### config.mk
export PLATFORM = sky130hd
export DESIGN_NAME = fxp2f32_rr_scheduler
export DESIGN_NICKNAME = d
export VERILOG_FILES = /design/src/rtl/fxp2f32_pkg.sv /design/src/rtl/comb_FixedPointToFloat32.sv /design/src/rtl/fxp2f32_rr_scheduler_rr_arbiter.sv /design/src/rtl/fxp2f32_rr_scheduler.sv
export SDC_FILE = /design/constraint.sdc
export NUM_CORES = 1
export LEC_CHECK = 0
export CAP_MARGIN = 20
export CELL_PAD_IN_SITES_DETAIL_PLACEMENT = 1
export CELL_PAD_IN_SITES_GLOBAL_PLACEMENT = 1
export CORE_MARGIN = 10
export CORE_UTILIZATION = 35
export DETAILED_ROUTE_END_ITERATION = 7
export PLACE_DENSITY_LB_ADDON = 0.1
export SETUP_SLACK_MARGIN = 0.2
export SLEW_MARGIN = 30
export SYNTH_ARGS = -nofsm -noshare
export SYNTH_HDL_FRONTEND = slang
export SYNTH_HIERARCHICAL = 1
export SYNTH_SLANG_ARGS = --single-unit
### constraint.sdc
create_clock -name clk -period 4.5 [get_ports clk]
set_clock_uncertainty 0.15 [all_clocks]
set_input_delay 0.9 -clock clk [delete_from_list [all_inputs] [get_ports clk]]
set_output_delay 0.9 -clock clk [all_outputs]
set_load 0.03 [all_outputs]
### src/rtl/fxp2f32_pkg.sv
// Shared constants and helpers for the fixed-point to float32 scheduler.
package fxp2f32_pkg;

   localparam int unsigned EXP_BIAS       = 127;
   localparam int unsigned EXP_MAX_FINITE = 254;
   localparam logic [31:0] FLOAT_ZERO     = 32'h0000_0000;

   // Width of a channel index for n requesters (at least one bit).
   function automatic int unsigned ch_w(input int unsigned n);
      return (n > 1) ? $clog2(n) : 1;
   endfunction

endpackage

### src/rtl/comb_FixedPointToFloat32.sv
// Combinational signed fixed-point to IEEE-754 single converter.
module comb_FixedPointToFloat32
   import fxp2f32_pkg::*;
#(
   parameter int unsigned WII   = 8,
   parameter int unsigned WIF   = 8,
   parameter int unsigned ROOF  = 1,
   parameter int unsigned ROUND = 1
) (
   input  logic [WII+WIF-1:0] in_fxp,
   output logic [31:0]        out_f32,
   output logic               upflow,
   output logic               downflow
);

   localparam int unsigned W  = WII + WIF;
   localparam int unsigned LW = $clog2(W) + 1;

   logic                 neg;
   logic [W-1:0]         mag;
   logic [LW-1:0]        lead;
   logic [22:0]          tail;
   logic signed [31:0]   exp_s;
   logic                 unused_round;

   // Tail is always truncated; ROUND is kept so existing instantiations elaborate unchanged.
   assign unused_round = (ROUND != 0);

   // Sign-magnitude split, leading-one search, normalisation and range clamp.
   always_comb begin
      neg  = in_fxp[W-1];
      mag  = neg ? W'(-in_fxp) : in_fxp;
      lead = '0;
      for (int i = 0; i < W; i++) begin
         if (mag[i]) lead = LW'(i);
      end
      // Shift the leading one to the top, then keep the 23 bits just below it.
      tail  = 23'(({mag, 23'b0} << (LW'(W - 1) - lead)) >> (W - 1));
      exp_s = 32'(lead) - 32'(WIF) + 32'(EXP_BIAS);

      out_f32  = FLOAT_ZERO;
      upflow   = 1'b0;
      downflow = 1'b0;
      if (mag != '0) begin
         if (exp_s >= 32'sd255) begin
            out_f32  = {neg, 8'(EXP_MAX_FINITE), (ROOF != 0) ? 23'h7F_FFFF : tail};
            upflow   = !neg;
            downflow = neg;
         end else if (exp_s >= 32'sd1) begin
            out_f32 = {neg, exp_s[7:0], tail};
         end
      end
   end

endmodule

### src/rtl/fxp2f32_rr_scheduler_rr_arbiter.sv
// Combinational round-robin picker: first request at or after ptr, with wrap.
module rr_arbiter #(
   parameter int unsigned NCH = 4,
   parameter int unsigned CHW = 2
) (
   input  logic [NCH-1:0] req,
   input  logic [CHW-1:0] ptr,
   output logic [NCH-1:0] gnt,
   output logic [CHW-1:0] idx,
   output logic           any
);

   logic [CHW-1:0] cand;

   // Scan from farthest to nearest so the nearest requester wins.
   always_comb begin
      idx  = '0;
      any  = 1'b0;
      cand = '0;
      for (int k = NCH - 1; k >= 0; k--) begin
         cand = CHW'((32'(ptr) + 32'(k)) % NCH);
         if (req[cand]) begin
            idx = cand;
            any = 1'b1;
         end
      end
      gnt      = '0;
      gnt[idx] = any;
   end

endmodule

### src/rtl/fxp2f32_rr_scheduler.sv
// Round-robin sharing of one fixed-point to float32 converter across NCH streams.
module fxp2f32_rr_scheduler
   import fxp2f32_pkg::*;
#(
   parameter int unsigned NCH   = 4,
   parameter int unsigned WII   = 8,
   parameter int unsigned WIF   = 8,
   parameter int unsigned ROOF  = 1,
   parameter int unsigned ROUND = 1,
   parameter int unsigned CW    = 16
) (
   input  logic                       clk,
   input  logic                       rstn,
   input  logic [NCH-1:0]             in_valid,
   output logic [NCH-1:0]             in_ready,
   input  logic [NCH*(WII+WIF)-1:0]   in_data,
   output logic                       out_valid,
   input  logic                       out_ready,
   output logic [$clog2(NCH)-1:0]     out_ch,
   output logic [31:0]                out_float,
   output logic                       out_upflow,
   output logic                       out_downflow,
   input  logic                       cnt_clr,
   output logic [NCH*CW-1:0]          ovf_cnt
);

   localparam int unsigned W   = WII + WIF;
   localparam int unsigned CHW = ch_w(NCH);

   logic           s1_valid;
   logic [W-1:0]   s1_data;
   logic [CHW-1:0] s1_ch;
   logic [CHW-1:0] rr_ptr;
   logic [CW-1:0]  cnt_q [NCH];

   logic           adv_out_c;
   logic           adv_s1_c;
   logic           accept_c;
   logic [NCH-1:0] gnt_c;
   logic [CHW-1:0] gidx_c;
   logic           gany_c;
   logic [W-1:0]   sel_data_c;
   logic [31:0]    conv_f32_c;
   logic           conv_up_c;
   logic           conv_dn_c;

   assign adv_out_c  = !out_valid || out_ready;
   assign adv_s1_c   = !s1_valid || adv_out_c;
   assign accept_c   = rstn && adv_s1_c && gany_c;
   assign in_ready   = (rstn && adv_s1_c) ? gnt_c : '0;
   assign sel_data_c = in_data[32'(gidx_c) * W +: W];

   rr_arbiter #(.NCH(NCH), .CHW(CHW)) u_arb (
      .req (in_valid),
      .ptr (rr_ptr),
      .gnt (gnt_c),
      .idx (gidx_c),
      .any (gany_c)
   );

   comb_FixedPointToFloat32 #(.WII(WII), .WIF(WIF), .ROOF(ROOF), .ROUND(ROUND)) u_conv (
      .in_fxp   (s1_data),
      .out_f32  (conv_f32_c),
      .upflow   (conv_up_c),
      .downflow (conv_dn_c)
   );

   // Two-stage pipeline (S1 = accepted word, OUT = converted result) and rr pointer.
   always_ff @(posedge clk) begin
      if (!rstn) begin
         s1_valid     <= 1'b0;
         s1_data      <= '0;
         s1_ch        <= '0;
         out_valid    <= 1'b0;
         out_ch       <= '0;
         out_float    <= FLOAT_ZERO;
         out_upflow   <= 1'b0;
         out_downflow <= 1'b0;
         rr_ptr       <= '0;
      end else begin
         if (adv_s1_c) begin
            s1_valid <= gany_c;
            s1_data  <= sel_data_c;
            s1_ch    <= gidx_c;
         end
         if (adv_out_c) begin
            out_valid <= s1_valid;
            if (s1_valid) begin
               out_ch       <= s1_ch;
               out_float    <= conv_f32_c;
               out_upflow   <= conv_up_c;
               out_downflow <= conv_dn_c;
            end
         end
         if (accept_c) begin
            rr_ptr <= (32'(gidx_c) == NCH - 1) ? '0 : gidx_c + CHW'(1);
         end
      end
   end

   // Per-channel saturating overflow counters; clear wins over increment.
   always_ff @(posedge clk) begin
      if (!rstn || cnt_clr) begin
         for (int i = 0; i < NCH; i++) cnt_q[i] <= '0;
      end else if (out_valid && out_ready && (out_upflow || out_downflow)
                   && (cnt_q[out_ch] != '1)) begin
         cnt_q[out_ch] <= cnt_q[out_ch] + CW'(1);
      end
   end

   for (genvar i = 0; i < NCH; i++) begin : g_cnt
      assign ovf_cnt[i*CW +: CW] = cnt_q[i];
   end

endmodule
==> impl_metrics.tcl, run 1 <==
set metrics [dict create \
    status "finished, final reports clean" \
    drt_iter0_drc 505 \
    clock_path_buffers 2 \
    syn_area_per_cell_sq_um 9.47 \
    dpl.cell_count 1269 \
    critPathCaptureType "flip-flop" \
    vias 7131 \
    critPathRequiredTime_ns 4.71 \
    r2r_setup_slack_ns 0.45 \
    clk_pin_slew_ns 0.07 \
    core_area_sq_um 22500 \
    synthTopCellsByArea "edfxtp_1 (24%), dfxtp_1 (15%), mux4_2 (7.6%)" \
    p_int_w 0.00299 \
    holdCritPathClass "flip-flop to flip-flop" \
    drcViolationCount 0 \
    tns_ns 0 \
    track_usage 0.187 \
    worst_slew_pin_slew_ns 0.871 \
    synth-edff-count 64 \
    peakVddDrop_uv 203 \
    die_area_sq_um 29200 \
    setup_viol 0 \
    synthArstFlopShare 0 \
    p_clk_frac 0.286 \
    grt_first_pass_wirelength_microns 43000 \
    ys_ff_latch 124 \
    syn2layout_area_growth_pct 34.9 \
    fin_crit_sh 0.901 \
    grt_pass1_vias 7441 \
    numCtsBuffers 17 \
    slew-limit-headroom 0.419 \
    drive_gt1_frac 0.156 \
    grt-ovfl-total 0 \
    yosysMostFrequentCell "nand2_1" \
    synth_cells 840 \
    drv_cap 0 \
    crit_type "flip-flop to flip-flop" \
    nNetsFinal 1086 \
    critical_path_arrival_ns 4.27 \
    period_needed_ns 4.05 \
    port-buffer-count 176 \
    power.net_switching_w 0.00198 \
    antenna_found_initial 1 \
    hold_violations 0 \
    swShare 0.398 \
    wl_per_cell_microns 21.2 \
    cts_tree "yes" \
    grt_max_degree 61 \
    final_antenna_net_count 0 \
    cts_root_buffer "clkbuf_16" \
    maxSlewViolCount 0 \
    yosys.area.top_type_share 0.242 \
    num_rows 55 \
    place_hpwl_microns 20400 \
    rsz0062_at_grt "false" \
    yosysWarnings 6 \
    start_util 0.353 \
    drtPass1Iterations 5 \
    yosysUniqueCellTypes 85 \
    worstSetupStartpointType "flip-flop" \
    worstPathMaxFanout 9 \
    viasPerCell 5.46 \
    globalplace.congestion 0.872 \
    ios 177 \
    max_freq_mhz 247 \
    p_seq_frac 0.283 \
    die_height_microns 171 \
    power_density_nw_per_um2 463 \
    stdcell_count 1307 \
    ys_top_cells_by_count "nand2_1 (157), nor2_1 (87), edfxtp_1 (64), dfxtp_1 (60), a21boi_0 (57)" \
    fp.dieW_microns 171 \
    share_comb_of_total_power 0.431 \
    cts.htree.levels 4 \
    clk_latency_ns 0.43 \
    cts.sinks 124 \
    synth_ff_type "edfxtp_1" \
    dpl-instance-area_sq_um 10000 \
    netlist_area_sq_um 7950 \
    stdcell_area_sq_um 10700 \
    dp_slack_ns 0.253 \
    fill_cells 2543 \
    fin_ws_ns 0.446 \
    ys_seq_area_frac 0.393 \
    power.leakage_nw 3.86 \
    wirelength_microns 27700 \
    synth_top_cell_by_area "edfxtp_1" \
    synth_fp_nets 918 \
]
flip-flops by register name, summed over array words and instances, names as in the netlist, named ones only:
signal,count
out_valid,1
s1_valid,1
out_float,32
s1_ch,2
out_upflow,1
rr_ptr,2
out_downflow,1
s1_data,16
cnt_q,64
out_ch,2
metrics by stage:
step / hold slack, ns / total power [W] / util
after global placement: 0.291 / 0.00348 / 0.445
after global routing: 0.329 / 0.00525 / 0.477
after CTS: 0.303 / 0.00493 / 0.472
after floorplan: 0.288 / 0.00285 / -
after detailed placement: 0.297 / 0.00349 / 0.445
final: 0.303 / 0.00496 / 0.477
critical path, cell delays in order (launching register included):
cell,delay [ns]
dfxtp_1,0.45
or4_4,0.62
o311ai_2,0.30
nand4_1,0.19
o211a_1,0.30
o21ai_2,0.18
o21ai_1,0.11
inv_2,0.10
ha_4,0.17
o21ai_1,0.07
mux2i_1,0.17
nand4_1,0.14
buf_4,0.18
or4_4,0.56
nand2_1,0.11
nand2_1,0.05
a21boi_1,0.14
logic make-up after synthesis:
| kind of cell | after synthesis | synth area share |
|---|---|---|
| and+or+nand+nor | 369 | 0.223 |
| AOI/OAI and AO/OA | 178 | 0.169 |
| DFF | 124 | 0.393 |
| buffers and inverters | 82 | 0.0546 |
| muxes | 56 | 0.124 |
| xor gates and xnor gates | 25 | 0.0275 |
| adders and majority gates | 6 | 0.00944 |
per-layer routing:
metal | routed length, microns | up-vias | global-route usage
met1 | 12800 | 3497 | 0.249
met5 | 0 | - | 0
met2 | 12300 | 216 | 0.282
met3 | 2220 | 20 | 0.0611
li1 | - | 3398 | -
met4 | 367 | 0 | 0.0530
final timing paths:
| check | end | cells past startpoint | startpoint |
|---|---|---|---|
| worst max-delay path | out_float[14]$_SDFFE_PN0P_ | 16 | s1_data[3]$_SDFFE_PN0N_ |
| worst min-delay path | out_float[12]$_SDFFE_PN0P_ | 2 | out_float[12]$_SDFFE_PN0P_ |
| worst max register to register | out_float[14]$_SDFFE_PN0P_ | 16 | s1_data[3]$_SDFFE_PN0N_ |
| worst min register to register | out_float[12]$_SDFFE_PN0P_ | 2 | out_float[12]$_SDFFE_PN0P_ |
power groups by stage:
| stage | clock, W | sequential (W) | combinational [W] |
|---|---|---|---|
| finish | 0.00142 | 0.00141 | 0.00214 |
| global route | 0.00149 | 0.00142 | 0.00234 |
| CTS | 0.00144 | 0.00140 | 0.00208 |
| detailed placement | 0 | 0.00143 | 0.00206 |
| global placement | 0 | 0.00142 | 0.00206 |
| floorplan | 0 | 0.00152 | 0.00133 |
layout make-up:
class	count	area, sq um	area share
Inverter	16	67.6	0.00630
Clock buffer	17	425	0.0397
Multi-Input combinational cell	636	4530	0.422
Tap cell	285	357	0.0332
Sequential cell	124	3130	0.291
Antenna cell	1	2.50	0.000233
Timing Repair Buffer	213	2050	0.191
Clock inverter	15	173	0.0161
layout by cell type (no fill, tap or decap), drive strengths merged, types with 9 or more instances in the layout:
cell type / n
nand3: 16
clkbuf: 17
nand4: 12
nand2b: 9
mux2i: 19
nor3: 21
xor2: 13
mux4: 32
a21oi: 19
inv: 25
edfxtp: 64
xnor2: 12
nor2b: 12
buf: 38
a211oi: 10
dfxtp: 60
nor2: 87
a21boi: 57
nand2: 163
clkdlybuf4s50: 175
nor4: 11
o21ai: 22
what timing repair did:
action,4_1_cts,5_1_grt
setup buffers,0,3
endpoints found under the setup margin,0,27
hold buffers,0,0
gates resized for setup,0,16
Note: power is estimated with default switching activity, not from simulation.
==> run 2, diff against run 1 <==
--- a/config.mk
+++ b/config.mk
@@ -11,6 +11,7 @@
 export CORE_MARGIN = 10
 export CORE_UTILIZATION = 35
 export DETAILED_ROUTE_END_ITERATION = 7
+export HOLD_SLACK_MARGIN = 0.15
 export PLACE_DENSITY_LB_ADDON = 0.1
 export SETUP_SLACK_MARGIN = 0.2
 export SLEW_MARGIN = 30
==> constraint.sdc (replaced) <==
create_clock -name clk -period 3.5 [get_ports clk]
set_clock_uncertainty 0.15 [all_clocks]
set_input_delay 0.7 -clock clk [delete_from_list [all_inputs] [get_ports clk]]
set_output_delay 0.7 -clock clk [all_outputs]
set_load 0.03 [all_outputs]
==> impl_metrics.tcl, run 2 (synthesized netlist as in run 1, its figures left out) <==
set metrics [dict create \
    track_usage 0.196 \
    cts_tree "yes" \
    drt_iter0_drc 433 \
    wirelength_microns 28600 \
    max_flop_register "cnt_q" \
    critPathRequiredTime_ns 3.69 \
    fp.dieW_microns 171 \
    grt_first_pass_wirelength_microns 45300 \
    antenna_found_initial 1 \
    hold_ws_ns 0.305 \
    drive_gt1_frac 0.284 \
    hold_violations 0 \
    drcViolationCount 0 \
    final_common_cell "clkdlybuf4s50_1" \
    setup_viol 28 \
    wirelength_met1_microns 12900 \
    viasPerCell 5.33 \
    wl_per_cell_microns 20.1 \
    syn2layout_area_growth_pct 50.6 \
    worstSetupStartpointType "flip-flop" \
    globalplace.congestion 0.857 \
    ios 177 \
    crit_type "flip-flop to flip-flop" \
    place_hpwl_microns 21400 \
    slew-limit-headroom 0.386 \
    clk_latency_ns 0.42 \
    grt_max_degree 59 \
    period_needed_ns 3.84 \
    die_area_sq_um 29200 \
    violations "setup timing" \
    top_regs "cnt_q x64, out_float x32, s1_data x16" \
    die_height_microns 171 \
    clock_path_buffers 2 \
    nNetsFinal 1200 \
    holdCritPathClass "flip-flop to flip-flop" \
    start_util 0.353 \
    vias 7581 \
    critical_path_arrival_ns 4.04 \
    dr_wl_met2_microns 13300 \
    rsz0062_at_grt "true" \
    grt_pass1_vias 8223 \
    drv_cap 0 \
    maxSlewViolCount 0 \
    cts_root_buffer "clkbuf_16" \
    fin_crit_sh 1.10 \
    layout_common_cells "clkdlybuf4s50_1 (171), nand2_1 (149), buf_4 (135)" \
    tns_ns -7.74 \
    clk_pin_slew_ns 0.06 \
    num_rows 55 \
    worstPathMaxFanout 8 \
    port-buffer-count 176 \
    grt-ovfl-total 0 \
    numCtsBuffers 17 \
    worst_slew_pin_slew_ns 0.922 \
    core_area_sq_um 22500 \
    peakVddDrop_uv 322 \
    cts.sinks 124 \
    dr_wl_met3_microns 1990 \
    largest_reg_flops 64 \
    critPathCaptureType "flip-flop" \
    max_freq_mhz 260 \
    power.leakage_nw 4.53 \
    fin_ws_ns -0.341 \
    power_density_nw_per_um2 609 \
    status "finished with violations" \
    cts.htree.levels 4 \
    drtPass1Iterations 5 \
    top_layer "met4" \
    final_antenna_net_count 0 \
]
[run 2: final cells by class]
cell class              count  area, sq um
clock inverters            14          185
diodes                      1         2.50
well taps                 285          357
fillers                  2504        10500
repair buffers            328         3010
flip-flops and latches    124         3130
multi-input cells         635         4800
inverters                  16         67.6
clock buffers              18          429
[run 2: path summary, 6_finish.rpt]
kind                                            startpoint                          to  slack, ns  cells past startpoint
worst min register to register  out_float[26]$_SDFFE_PN0P_  out_float[26]$_SDFFE_PN0P_       0.30                      2
worst max-delay path               s1_data[1]$_SDFFE_PN0N_  out_float[16]$_SDFFE_PN0P_      -0.34                     18
worst max register to register     s1_data[1]$_SDFFE_PN0N_  out_float[16]$_SDFFE_PN0P_      -0.34                     18
worst min-delay path            out_float[26]$_SDFFE_PN0P_  out_float[26]$_SDFFE_PN0P_       0.30                      2
[run 2: timing repair]
item / in CTS / in global routing
resized for setup: 45 / 44
endpoints found under the setup margin: 34 / 89
hold endpoints to repair: 0 / 0
gates cloned: 1 / 0
buffers inserted: 19 / 2
hold buffers: 0 / 0
pin swaps: 22 / 17
[run 2: worst max-delay path, stage by stage (launching register included)]
cell      delay, ns
dfxtp_2        0.33
buf_4          0.13
buf_6          0.13
nor4_4         0.28
buf_6          0.17
buf_6          0.10
a41oi_1        0.11
or3_4          0.39
a32oi_4        0.27
a211oi_4       0.12
buf_4          0.16
ha_4           0.16
mux2i_1        0.15
nand4_1        0.17
buf_4          0.18
or4_4          0.50
nand2_1        0.09
nand2_1        0.05
a21boi_1       0.11
[run 2: power by group]
| part | total, W | internal [W] | leakage (nW) | switching (W) |
|---|---|---|---|---|
| Clock | 0.00186 | 0.00114 | 0.296 | 0.000720 |
| Sequential | 0.00177 | 0.00166 | 1.21 | 0.000109 |
| Combinational | 0.00366 | 0.00176 | 3.02 | 0.00190 |
[run 2: through the flow]
step	util	cells	power (W)	cell area [sq um]	worst slack (ns)
2_1_floorplan	-	840	0.00368	8070	-0.922
3_3_place_gp	0.481	1366	0.00498	10800	-0.374
3_5_place_dp	0.481	1366	0.00502	10800	-0.475
4_1_cts	0.523	1418	0.00713	11800	-0.309
5_1_grt	0.532	1421	0.00772	12000	-0.552
6_report	0.532	1421	0.00729	12000	-0.341
[run 2: routing by layer]
| metal | global-route usage | vias to the layer above |
|---|---|---|
| met2 | 0.318 | 209 |
| met3 | 0.0569 | 29 |
| met4 | 0.0606 | 0 |
| li1 | - | 3627 |
| met1 | 0.245 | 3716 |
| met5 | 0 | - |
